File: src/rtl/datapath.sv
// Single-bus 32-bit CPU datapath slice: general registers R2/R4/R5, PC, IR, MAR, MDR, Y,
// a double-width Z and a two-operation ALU, all steered by an external control sequencer.
module datapath #(
   parameter int WIDTH = 32
) (
   input  logic                 Clock,
   input  logic                 Reset,
   input  logic                 PCout,
   input  logic                 Zlowout,
   input  logic                 MDRout,
   input  logic                 R2out,
   input  logic                 R4out,
   input  logic                 MARin,
   input  logic                 Zin,
   input  logic                 PCin,
   input  logic                 MDRin,
   input  logic                 IRin,
   input  logic                 Yin,
   input  logic                 IncPC,
   input  logic                 Read,
   input  logic                 AND,
   input  logic                 R5in,
   input  logic                 R2in,
   input  logic                 R4in,
   input  logic [WIDTH-1:0]     Mdatain,
   output logic [WIDTH-1:0]     BusMuxOut,
   output logic [WIDTH-1:0]     PC_q,
   output logic [WIDTH-1:0]     IR_q,
   output logic [WIDTH-1:0]     MAR_q,
   output logic [WIDTH-1:0]     MDR_q,
   output logic [WIDTH-1:0]     Y_q,
   output logic [WIDTH-1:0]     R2_q,
   output logic [WIDTH-1:0]     R4_q,
   output logic [WIDTH-1:0]     R5_q,
   output logic [2*WIDTH-1:0]   Z_q
);

   logic [2*WIDTH-1:0] aluResult;
   logic [WIDTH-1:0]   PC_d, IR_d, MAR_d, MDR_d, Y_d, R2_d, R4_d, R5_d;
   logic [2*WIDTH-1:0] Z_d;

   // Bus mux stands in for tri-state drivers; fixed priority resolves overlapping out selects.
   always_comb begin
      BusMuxOut = '0;
      if (Zlowout)
         BusMuxOut = Z_q[WIDTH-1:0];
      else if (MDRout)
         BusMuxOut = MDR_q;
      else if (PCout)
         BusMuxOut = PC_q;
      else if (R2out)
         BusMuxOut = R2_q;
      else if (R4out)
         BusMuxOut = R4_q;
   end

   // ALU upper half is always zero for the supported ops; the increment wraps at WIDTH bits.
   always_comb begin
      aluResult = '0;
      if (IncPC)
         aluResult = {{WIDTH{1'b0}}, BusMuxOut + {{(WIDTH-1){1'b0}}, 1'b1}};
      else if (AND)
         aluResult = {{WIDTH{1'b0}}, Y_q & BusMuxOut};
   end

   always_comb begin
      PC_d  = PC_q;
      IR_d  = IR_q;
      MAR_d = MAR_q;
      MDR_d = MDR_q;
      Y_d   = Y_q;
      R2_d  = R2_q;
      R4_d  = R4_q;
      R5_d  = R5_q;
      Z_d   = Z_q;
      if (PCin)  PC_d  = BusMuxOut;
      if (IRin)  IR_d  = BusMuxOut;
      if (MARin) MAR_d = BusMuxOut;
      if (MDRin) MDR_d = Read ? Mdatain : BusMuxOut;
      if (Yin)   Y_d   = BusMuxOut;
      if (R2in)  R2_d  = BusMuxOut;
      if (R4in)  R4_d  = BusMuxOut;
      if (R5in)  R5_d  = BusMuxOut;
      if (Zin)   Z_d   = aluResult;
   end

   always_ff @(posedge Clock) begin
      if (Reset) begin
         PC_q  <= '0;
         IR_q  <= '0;
         MAR_q <= '0;
         MDR_q <= '0;
         Y_q   <= '0;
         R2_q  <= '0;
         R4_q  <= '0;
         R5_q  <= '0;
         Z_q   <= '0;
      end else begin
         PC_q  <= PC_d;
         IR_q  <= IR_d;
         MAR_q <= MAR_d;
         MDR_q <= MDR_d;
         Y_q   <= Y_d;
         R2_q  <= R2_d;
         R4_q  <= R4_d;
         R5_q  <= R5_d;
         Z_q   <= Z_d;
      end
   end

endmodule

File: config.mk
export PLATFORM = sky130hd
export DESIGN_NAME = datapath
export DESIGN_NICKNAME = d
export VERILOG_FILES = /design/src/rtl/datapath.sv
export SDC_FILE = /design/constraint.sdc
export NUM_CORES = 1
export LEC_CHECK = 0
export CORE_UTILIZATION = 50
export CTS_BUF_LIST = sky130_fd_sc_hd__clkbuf_4
export DETAILED_ROUTE_END_ITERATION = 12
export HOLD_SLACK_MARGIN = 0.15
export PLACE_DENSITY_LB_ADDON = 0.05
export SYNTH_ARGS = -nofsm -noshare
export SYNTH_HDL_FRONTEND = slang
export SYNTH_SLANG_ARGS = --single-unit
File: constraint.sdc
create_clock -name Clock -period 5.45 [get_ports Clock]
set_input_delay 1.09 -clock Clock [delete_from_list [all_inputs] [get_ports Clock]]
set_output_delay 1.09 -clock Clock [all_outputs]
set_load 0.005 [all_outputs]
== Word level (Yosys, flattened, before mapping) ==
Cells that the tools add are included.
Storage, ports and cells
  bits in registers: 320
  input bits: 51
Operators by class
  add/subtract/negate cells: 1
  muxes and demuxes: 8
  bitwise operators: 1
Operators with widths (number)
  $mux W32: 8
  $add A32 B1 Y32 const B: 1
  $and A32 B32 Y32: 1

== Depth between registers and ports, before layout ==
  depth in word-level cells: 8
  gate-level depth with buffers: 16
  mapped depth without buffers: 11

== Least setup slack after synthesis ==
Ideal clock, no wire load.
  kind: input port to flip-flop
  start point: input Zlowout
  end point: register Z_q[20]
  path slack: 1.389 ns
  stages: 15
  data required time: 5.359 ns
  setup time: 0.091 ns
  arrival time: 3.970 ns
  cells stage by stage: buf_2 buf_4 buf_6 buf_6 buf_2 mux2_2 clkbuf_1 ha_1 o211a_2 and3_1 buf_4 nand4_4 buf_6 or4_1 a311oi_1
RTL lines
  from (decl): RTL line 9  | input logic Zlowout,
  $mux W32: RTL line 45  | if (Zlowout)
  net BusMuxOut[0]: RTL line 26  | output logic [WIDTH-1:0] BusMuxOut,
  $add A32 B1 Y32: RTL line 61  | aluResult = {{WIDTH{1'b0}}, BusMuxOut + {{(WIDTH-1){1'b0}}, 1'b1}};
  $mux W32: RTL line 60  | if (IncPC)
  to (signal assigned): RTL line 107  | Z_q <= Z_d;
  to (decl): RTL line 35  | output logic [2*WIDTH-1:0] Z_q
The timed path passes the listed nets, and every way through them passes these cells.
A chain may end at the register's enable or synchronous reset.

== Final worst setup path ==
  start point: input Zlowout
  end point: output BusMuxOut[24]
Between the ends
  cells in the longest elaborated chain, start to end: 1
RTL lines (RTL line)
  $mux W32: 45
  to (decl): 26
Every way passes these cells.

==> metrics.cfg <==
[detailed_routing]
drt-total-wl_mm=44.62
drt_iter0_drc=1109
drc=0
vias=12170
drtPass1Iterations=7
antenna_left=0
routedWlPerCell_um=20.39
viasPerCell=5.564

[power_and_ir_drop]
leakagePower_nw=7.254
clkPwrFrac_pct=36.8
power_density_mw_per_mm2=286.8
comb_power_share_pct=17.7
p_int_w=0.003638
peakVddDrop_mv=0.1753
p_sw_share_pct=28.28
switchingPower_w=0.001435
seqPwrFrac_pct=45.4

[die]
fp.dieH_um=163.5
design.die.area_mm2=0.02672
dieWidth_um=163.5
start_util_pct=51.32
pin_count=403
core_mm2=0.02540
num_rows=58

[synth]
yosysMostFrequentCell=nor2_1
ys.flop_type=dfxtp_1
synth_edf_count=0
ys_seq_area_share_pct=44.23
synth_top_area_share_pct=44.23
async_reset_ff_share_pct=0
synth-seq-cells=288
yosys.area.top_type=dfxtp_1
yosys_warnings=0
yosys-top-cells-area=dfxtp_1 44%, mux2i_1 19%, nor2_1 8.6%, a211oi_1 2.9%, clkbuf_1 2.6%
synthesis.instances=1447
synthTopCellsByCount=299 x nor2_1, 288 x dfxtp_1, 241 x mux2i_1, 90 x clkbuf_1, 70 x nand2_1
avgSynthCellArea_um2=9.008
ys_types=64
synth_area_mm2=0.01304

[placed_design]
post_dp_cell_area_mm2=0.01673
gp_congestion=0.8681
io_buffers=370
dp_hpwl_mm=29.69

[global_route]
track_usage_pct=32.71
use_met3_pct=7.161
grt_pass1_vias=11580
grt.busiest_layer=met2
grt_max_degree=161
grt_antenna_before_repair=3
grt_pass1_wl_mm=67.38
gr-total-overflow=0
globalRouteMet2Util_pct=53.62
grt_use_met1_pct=42.20

[setup_path]
crit_fanout=26
required_ns=4.36
arrival_ns=3.62
critPathLaunchType=input port
crit_path_end_kind=output pin
crit_type=input port to output pin

[cts]
cts_sinks=288
cts_tree=built
clk_path_buf_depth=3
cts_resized=0
ctsHoldBuffers=0
cts_root_buffer=clkbuf_4
h-tree-depth=3
post_cts_buffers=0
clk_latency_ns=0.70
clk_pin_slew_ns=0.06
cts_buffers=76

[sta]
final-setup-viol-count=0
finalClockSkew_ns=0.04047
rsz0062_at_grt=false
period_needed_ns=4.713
hold_violations=0
finalSetupTns_ns=0
tightest_slew_ns=1.100
slew_viol_final=0
fmax_ghz=0.2122
max_slew_margin_pct=26.67
period_share_pct=86.47

[cells_and_area]
design_area_mm2=0.01769
fin_nets=1853
area_growth_pct=35.68
drive_gt1_share_pct=11.26
n_fill_cell=2077

[job]
drv_cap=0

[outcome]
status=finished, final reports clean

[worst_hold_path]
min_path_type=flop to flop

registers in the layout (all words and copies together), names as in the netlist:
signal / flops
MAR_q: 32
Z_q: 32
IR_q: 32
Y_q: 32
MDR_q: 32
R2_q: 32
R5_q: 32
PC_q: 32
R4_q: 32
worst paths after layout:
kind	startpoint	endpoint	slack [ns]	cells after the start
hold reg to reg	MAR_q[4]	MAR_q[4]	0.49	2
hold / removal	MAR_q[4]	MAR_q[4]	0.49	2
setup reg to reg	R2_q[0]	Z_q[30]	2.41	10
setup / recovery	Zlowout	BusMuxOut[24]	0.74	6
power by group through the flow:
stage / logic (W) / clock network (W) / registers (W)
final: 0.000900 / 0.00187 / 0.00230
after global routing: 0.000965 / 0.00202 / 0.00232
after CTS: 0.000898 / 0.00190 / 0.00230
after detailed placement: 0.000894 / 0 / 0.00235
after global placement: 0.000880 / 0 / 0.00235
after floorplan: 0.000451 / 0 / 0.00234
worst max-delay path: stages:
cell,delay (ns)
buf_2,0.25
nor2_2,0.73
buf_4,0.27
o21ai_0,0.09
o21bai_1,0.55
clkdlybuf4s50_1,0.62
cells by family after synthesis:
family                   Yosys count  share of synthesized area [%]
XOR/XNOR                          19                          1.277
AND/OR/NAND/NOR                  454                          14.96
multiplexers                     243                          18.68
AO/OA/AOI/OAI                    241                          13.27
buffers and inverters            200                          7.458
adder cells (fa/ha/maj)            1                        0.09597
flip-flops                       288                          44.23
other                              1                        0.02877
per-stage QoR:
step                setup WS (ns)  total power (W)  hold slack, ns  cells  util (%)
floorplan                   1.389         0.002790          0.4783   1478         -
global placement           0.8614         0.003227          0.4715   2053     65.89
detailed placement         0.7306         0.003242          0.4796   2053     65.89
CTS                        0.7989         0.005104          0.4874   2186     69.61
global route               0.5742         0.005298          0.5169   2188     69.63
finish                     0.7372         0.005073          0.4864   2188     69.63
layer usage:
layer  part of all wire [%]  wire, µm
met2                     47     21120
met1                     43     19010
met4                    2.1       942
met3                    7.9      3536
met5                  0.027        12
layout make-up:
type                            count  area, µm²  area share [%]
Multi-Input combinational cell    990       6421           36.31
Sequential cell                   288       5766           32.60
Timing Repair Buffer              424       4056           22.94
Clock buffer                      118      885.9           5.009
Tap cell                          330      412.9           2.335
Inverter                           21      78.83          0.4457
Clock inverter                     15      60.06          0.3396
Antenna cell                        2      5.005         0.02830
cells in the final DEF, fill, tap and decap left out, drive strengths merged, types with 6 or more instances in the layout:
master / Yosys / routed
and4: 6 / 6
o21ai: 52 / 52
a211oi: 50 / 50
nand4: 7 / 7
a21oi: 26 / 26
clkinv: 0 / 11
o211ai: 7 / 7
a311oi: 17 / 17
a2bb2oi: 6 / 6
conb: 1 / 32
a31oi: 9 / 9
mux2i: 241 / 241
nor2: 300 / 300
o22ai: 8 / 8
nand3: 24 / 24
o21bai: 16 / 16
nand3b: 11 / 11
dfxtp: 288 / 288
nand2: 70 / 70
and3: 8 / 8
inv: 21 / 24
xnor2: 14 / 14
clkbuf: 90 / 118
a221oi: 26 / 26
buf: 89 / 69
clkdlybuf4s50: 0 / 355
(Power assumes the default switching activity.)
